==> src/rtl/muldiv_ctrl.sv <==
// muldiv_ctrl: sequencer for the HI/LO multiply/divide resource
// (MULT/MULTU/DIV/DIVU). Latches one operation, runs a fixed-latency
// multiply or a 32-step restoring divide, stalls the pipeline while busy,
// then raises hilo_we for one cycle with hi/lo already holding the result.
//
// Optional build macro:
//   MUL_DIV_ZERO_EARLY_EN - a divide whose latched divisor is zero skips the
//   iterations and reaches DONE after a single DIV cycle. The result is the
//   same as the full iterative path.
//
// Handshake: start is a single-cycle request qualified by the pipeline; it
// is taken only in IDLE without flush. stall is combinational and covers the
// accept cycle plus every MUL/DIV cycle; hilo_we is the only completion
// signal and is never raised for a flushed operation.

module muldiv_ctrl #(
    parameter int MUL_LAT  = 2,
    parameter int DIV_ITER = 32
) (
    input  logic        clk,
    input  logic        rst,
    input  logic        start,
    input  logic        is_div,
    input  logic        is_signed,
    input  logic [31:0] a,
    input  logic [31:0] b,
    input  logic        flush,
    output logic        stall,
    output logic        busy,
    output logic        hilo_we,
    output logic [31:0] hi,
    output logic [31:0] lo
);

    typedef enum logic [1:0] {
        S_IDLE = 2'd0,
        S_MUL  = 2'd1,
        S_DIV  = 2'd2,
        S_DONE = 2'd3
    } state_t;

    state_t      state_q, state_d;
    logic [5:0]  cnt_q, cnt_d;
    logic [31:0] a_q, a_d;
    logic [31:0] b_q, b_d;
    logic        sgn_q, sgn_d;
    logic [31:0] rem_q, rem_d;
    logic [31:0] quo_q, quo_d;
    logic [31:0] hi_q, hi_d;
    logic [31:0] lo_q, lo_d;

    // Operand sign handling shared by multiply and divide.
    logic        a_neg, b_neg;
    logic [31:0] b_mag;
    logic [31:0] in_a_mag;
    logic [63:0] ext_a, ext_b, prod;

    // One restoring-division step on the current partial remainder.
    logic [32:0] step_t;
    logic [32:0] step_diff;
    logic        step_ge;
    logic [31:0] step_rem;
    logic [31:0] step_quo;

    // Signed fix-up: quotient negated when operand signs differ, remainder
    // takes the dividend's sign. Returns {hi, lo}.
    function automatic logic [63:0] fixup(input logic [31:0] q_mag,
                                          input logic [31:0] r_mag,
                                          input logic        q_neg,
                                          input logic        r_neg);
        logic [31:0] q_o;
        logic [31:0] r_o;
        q_o = q_neg ? (32'd0 - q_mag) : q_mag;
        r_o = r_neg ? (32'd0 - r_mag) : r_mag;
        return {r_o, q_o};
    endfunction

    // Magnitudes, sign extensions, product and divide step from latched operands.
    always_comb begin
        a_neg     = sgn_q & a_q[31];
        b_neg     = sgn_q & b_q[31];
        b_mag     = b_neg ? (32'd0 - b_q) : b_q;
        in_a_mag  = (is_signed & a[31]) ? (32'd0 - a) : a;
        ext_a     = {{32{a_neg}}, a_q};
        ext_b     = {{32{b_neg}}, b_q};
        prod      = ext_a * ext_b;
        step_t    = {rem_q, quo_q[31]};
        step_diff = step_t - {1'b0, b_mag};
        step_ge   = ~step_diff[32];
        step_rem  = step_ge ? step_diff[31:0] : step_t[31:0];
        step_quo  = {quo_q[30:0], step_ge};
    end

`ifdef MUL_DIV_ZERO_EARLY_EN
    logic [31:0] a_mag;

    // Dividend magnitude for the zero-divisor shortcut result.
    always_comb begin
        a_mag = a_neg ? (32'd0 - a_q) : a_q;
    end
`endif

    // Next-state, operand latch, divide datapath and result capture.
    always_comb begin
        state_d = state_q;
        cnt_d   = cnt_q;
        a_d     = a_q;
        b_d     = b_q;
        sgn_d   = sgn_q;
        rem_d   = rem_q;
        quo_d   = quo_q;
        hi_d    = hi_q;
        lo_d    = lo_q;

        case (state_q)
            S_IDLE: begin
                if (start && !flush) begin
                    a_d     = a;
                    b_d     = b;
                    sgn_d   = is_signed;
                    cnt_d   = 6'd1;
                    rem_d   = 32'd0;
                    quo_d   = in_a_mag;
                    state_d = is_div ? S_DIV : S_MUL;
                end
            end
            S_MUL: begin
                if (cnt_q == 6'(MUL_LAT)) begin
                    state_d = S_DONE;
                    hi_d    = prod[63:32];
                    lo_d    = prod[31:0];
                end else begin
                    cnt_d = cnt_q + 6'd1;
                end
            end
            S_DIV: begin
`ifdef MUL_DIV_ZERO_EARLY_EN
                if (b_q == 32'd0) begin
                    state_d      = S_DONE;
                    {hi_d, lo_d} = fixup(32'hFFFF_FFFF, a_mag, a_neg ^ b_neg, a_neg);
                end else
`endif
                begin
                    rem_d = step_rem;
                    quo_d = step_quo;
                    if (cnt_q == 6'(DIV_ITER)) begin
                        state_d      = S_DONE;
                        {hi_d, lo_d} = fixup(step_quo, step_rem, a_neg ^ b_neg, a_neg);
                    end else begin
                        cnt_d = cnt_q + 6'd1;
                    end
                end
            end
            S_DONE: begin
                state_d = S_IDLE;
            end
            default: begin
                state_d = S_IDLE;
            end
        endcase

        // A flush abandons whatever is in flight and must not disturb hi/lo.
        if (flush) begin
            state_d = S_IDLE;
            hi_d    = hi_q;
            lo_d    = lo_q;
        end
    end

    // State and datapath registers with asynchronous clear.
    always_ff @(posedge clk or posedge rst) begin
        if (rst) begin
            state_q <= S_IDLE;
            cnt_q   <= 6'd0;
            a_q     <= 32'd0;
            b_q     <= 32'd0;
            sgn_q   <= 1'b0;
            rem_q   <= 32'd0;
            quo_q   <= 32'd0;
            hi_q    <= 32'd0;
            lo_q    <= 32'd0;
        end else begin
            state_q <= state_d;
            cnt_q   <= cnt_d;
            a_q     <= a_d;
            b_q     <= b_d;
            sgn_q   <= sgn_d;
            rem_q   <= rem_d;
            quo_q   <= quo_d;
            hi_q    <= hi_d;
            lo_q    <= lo_d;
        end
    end

    // Pipeline-facing status; stall covers the accept cycle and drops on flush.
    always_comb begin
        busy    = (state_q == S_MUL) || (state_q == S_DIV);
        stall   = !flush && (((state_q == S_IDLE) && start) || busy);
        hilo_we = (state_q == S_DONE) && !flush;
        hi      = hi_q;
        lo      = lo_q;
    end

endmodule

==> config.mk <==
export PLATFORM = sky130hd
export DESIGN_NAME = muldiv_ctrl
export DESIGN_NICKNAME = d
export VERILOG_FILES = /design/src/rtl/muldiv_ctrl.sv
export SDC_FILE = /design/constraint.sdc
export NUM_CORES = 2
export LEC_CHECK = 0
export ABC_CLOCK_PERIOD_IN_PS = 8900
export CAP_MARGIN = 0
export CORE_MARGIN = 3
export CORE_UTILIZATION = 35
export CTS_CLUSTER_SIZE = 25
export DETAILED_ROUTE_END_ITERATION = 7
export RECOVER_POWER = 50
export SYNTH_ARGS = -nofsm -noshare
export SYNTH_HDL_FRONTEND = slang
export SYNTH_SLANG_ARGS = --single-unit
==> constraint.sdc <==
create_clock -name clk -period 8.9 [get_ports clk]
set_input_delay 1.335 -clock clk [delete_from_list [all_inputs] [get_ports clk]]
set_output_delay 1.335 -clock clk [all_outputs]
set_load 0.05 [all_outputs]
==> flow_summary_export.csv <==
group,metric,value,unit
global_routing,grt_max_degree,138,
die,dieArea,152000,um2
critical_path,cpPeakStageDelay,630,ps
hold_path,hold_class,"flop to flop",
clock_network,clock-sinks,201,
critical_path,reg2reg_from,"sgn_q$_DFFE_PP0P_",
final_layout,drive_gt1_share,5.57,%
synthesis,synth_nets,7237,
timing,setup_viol,0,
route,drt_iter0_drc,3012,
die,core_area,146000,um2
synthesis,synth_top_family_by_area,"adder cells",
route,wl_per_cell,20.6,um
synthesis,synth_warnings,0,
timing,fmax,116,MHz
die,initial_utilization,35.3,%
critical_path,start_kind,"flop",
run_status,violations,"max-capacitance violations, max-slew violations",
final_layout,fin_util,38.8,%
global_routing,grt_pass1_vias,41900,
timing,tightestPinTransition,6010,ps
clock_network,cts_max_level,1,
placement,place_area,55700,um2
synthesis,async_reset_ff_share,100,%
synthesis,synth-seq-cells,201,
critical_path,setup.worst_path.end_class,"flop",
die,io_pins,137,
timing,finalMaxSlewViolations,254,
clock_network,cts_made_buffers,27,
synthesis,synth.area.top_cells,"fa_1 (44%), dfrtp_1 (9.8%), inv_1 (8.5%)",
final_layout,synthToLayoutAreaGrowth,9.87,%
timing,slew_headroom,-301,%
critical_path,cp.required,9410,ps
hold_path,hold_depth,2,
synthesis,yosys.area_share.simple,15.6,%
route,finalWirelength,160,mm
clock_network,worstSkewPairLatency,610,ps
timing,fin_crit_sh,96.9,%
final_layout,final_cells,7738,
route,vias_per_cell,5.17,
placement,pre_cts_slack,109,ps
synthesis,yosysUniqueCellTypes,89,
synthesis,syn_inst,5786,
clock_network,cts_tree,"built",
critical_path,worst-r2r-setup-slack,280,ps
route,ant_nets,0,
global_routing,track_usage,21.3,%
global_routing,antenna_found_initial,6,
synthesis,yosysTopAreaCell,"fa_1",
global_routing,grt_pass1_wl,250,mm
synthesis,netlist_area,51500,um2
synthesis,ys.flop_type,"dfrtp_1",
die,die_x,390,um
hold_path,whs_endpoint,"lo[21]$_DFFE_PP0P_",
timing,fin_skew,39.5,ps
die,row_count,140,
global_routing,gr-total-overflow,0,
synthesis,synth_edf_count,0,
critical_path,cp.arrival,9130,ps
flow_run,drv_cap,3,
timing,layout_min_cycle_time,8620,ps
critical_path,cp_max_fo,9,
placement,dp_hpwl,132,mm
critical_path,crit_type,"flop to flop",
synthesis,avgSynthCellArea,8.91,um2
clock_network,cts.path.max_buffers,3,
placement,place_congestion,0.933,
synthesis,muxShareOfSynthArea,2.10,%
timing,setup_ws,276,ps
synthesis,yosys-top-cells-count,"inv_1 (1,166), fa_1 (1,126), nand2_1 (903)",
placement,port_buffers,136,
synthesis,ys_seq_area_share,9.76,%
final_layout,nets,7252,
critical_path,crit_top_cell,"fa_1",
synthesis,synth_compound_area_share,8.26,%
critical_path,slowest_stage,"fa_1",
synthesis,synth_fa_ha_area_share,49.9,%
route,post-route-drc-count,0,
timing,hold_violations,0,
clock_network,clk_pin_slew,60,ps
critical_path,r2r_end,"hi[29]$_DFFE_PP0P_",
route,first_pass_iters,5,
die,die_h,390,um
hold_path,holdCritStartpoint,"lo[21]$_DFFE_PP0P_",
clock_network,ctsRootBufferMaster,"clkbuf_16",
run_status,outcome,"finished with violations",
synthesis,synth_top_area_share,43.7,%
critical_path,r2r_cells,28,
clock_network,holdBufCountCts,0,
final_layout,fin_area,56600,um2
route,vias,40000,
timing,grt_setup_unrepaired,"yes",
synthesis,yosysMostFrequentCell,"inv_1",
placement,placed_cells,7685,
synthesis,yosys.area_share.xor_xnor,3.35,%
critical_path,startpoint,"sgn_q$_DFFE_PP0P_",
metrics by stage:
step | hold slack (ps) | TNS, ps
after global routing | 497 | -76.0
after CTS | 483 | 0
final | 471 | 0
after floorplan | 475 | 0
after detailed placement | 470 | 0
after global placement | 463 | 0
how the worst max path moves through the flow:
stage | depth (start not counted) | slack (ps) | end
after floorplan | 30 | 50 | hi[28]$_DFFE_PP0P_
after global placement | 28 | 100 | hi[29]$_DFFE_PP0P_
after detailed placement | 28 | 110 | hi[29]$_DFFE_PP0P_
after CTS | 28 | 6 | hi[29]$_DFFE_PP0P_
after global routing | 29 | -60 | hi[14]$_DFFE_PP0P_
final | 28 | 280 | hi[29]$_DFFE_PP0P_
routing by layer:
layer | wire, um | up-vias | global-route usage (%)
li1 | - | 17600 | -
met1 | 63100 | 20800 | 27.3
met2 | 80500 | 1298 | 37.3
met3 | 9160 | 253 | 2.17
met4 | 6930 | 2 | 7.54
met5 | 8 | - | 0
flip-flops by register name (all words and copies together) (netlist names):
name     cells
a_q         32
b_q         32
hi          32
lo          32
quo_q       32
rem_q       32
cnt_q        6
state_q      2
sgn_q        1
layout make-up:
type                    instances  area (um2)
diodes                          1        2.50
clock inverters                12         170
clock buffers                  36         719
inverters                    1168        4390
multi-input cells            4078       40900
well taps                    1917        2400
flip-flops and latches        201        5040
fillers                     14700       89300
repair buffers                325        3040
cells by family after synthesis:
group | after synthesis
compound gates | 684
fa+ha+maj | 1381
xor+xnor | 197
mux | 100
buf+inv | 1507
flops | 201
simple gates | 1716
worst max-delay path, delay by kind of cell, from the launching register on:
kind	cells	cell delay [ps]
AOI/OAI and AO/OA	1	390
adders and majority gates	9	4720
buffers and inverters	8	940
DFF	1	370
and+or+nand+nor	10	2120
placed cells by master (no fill, tap or decap), types with 46 or more instances in the layout:
cell             netlist  final
dfrtp_1              201    193
nor2_1               169    168
nor3_1                53     52
clkdlybuf4s50_1        0    104
ha_1                 255    255
mux2_2                63     46
a21oi_1              207    207
xor2_1                75     75
inv_1               1166   1165
fa_1                1126   1126
o21ai_0              195    194
xnor2_1              122    122
and2_1               356    357
nand2_1              903    903
buf_4                  1    166
timing repair:
item                                    4_1_cts  5_1_grt
endpoints found under the setup margin        0       15
buffers inserted                              0        4
gates resized for setup                       0       14
Power is left out: the tool's default activity adds up to more than one toggle a clock period on the data nets, which glitch-free logic cannot reach.
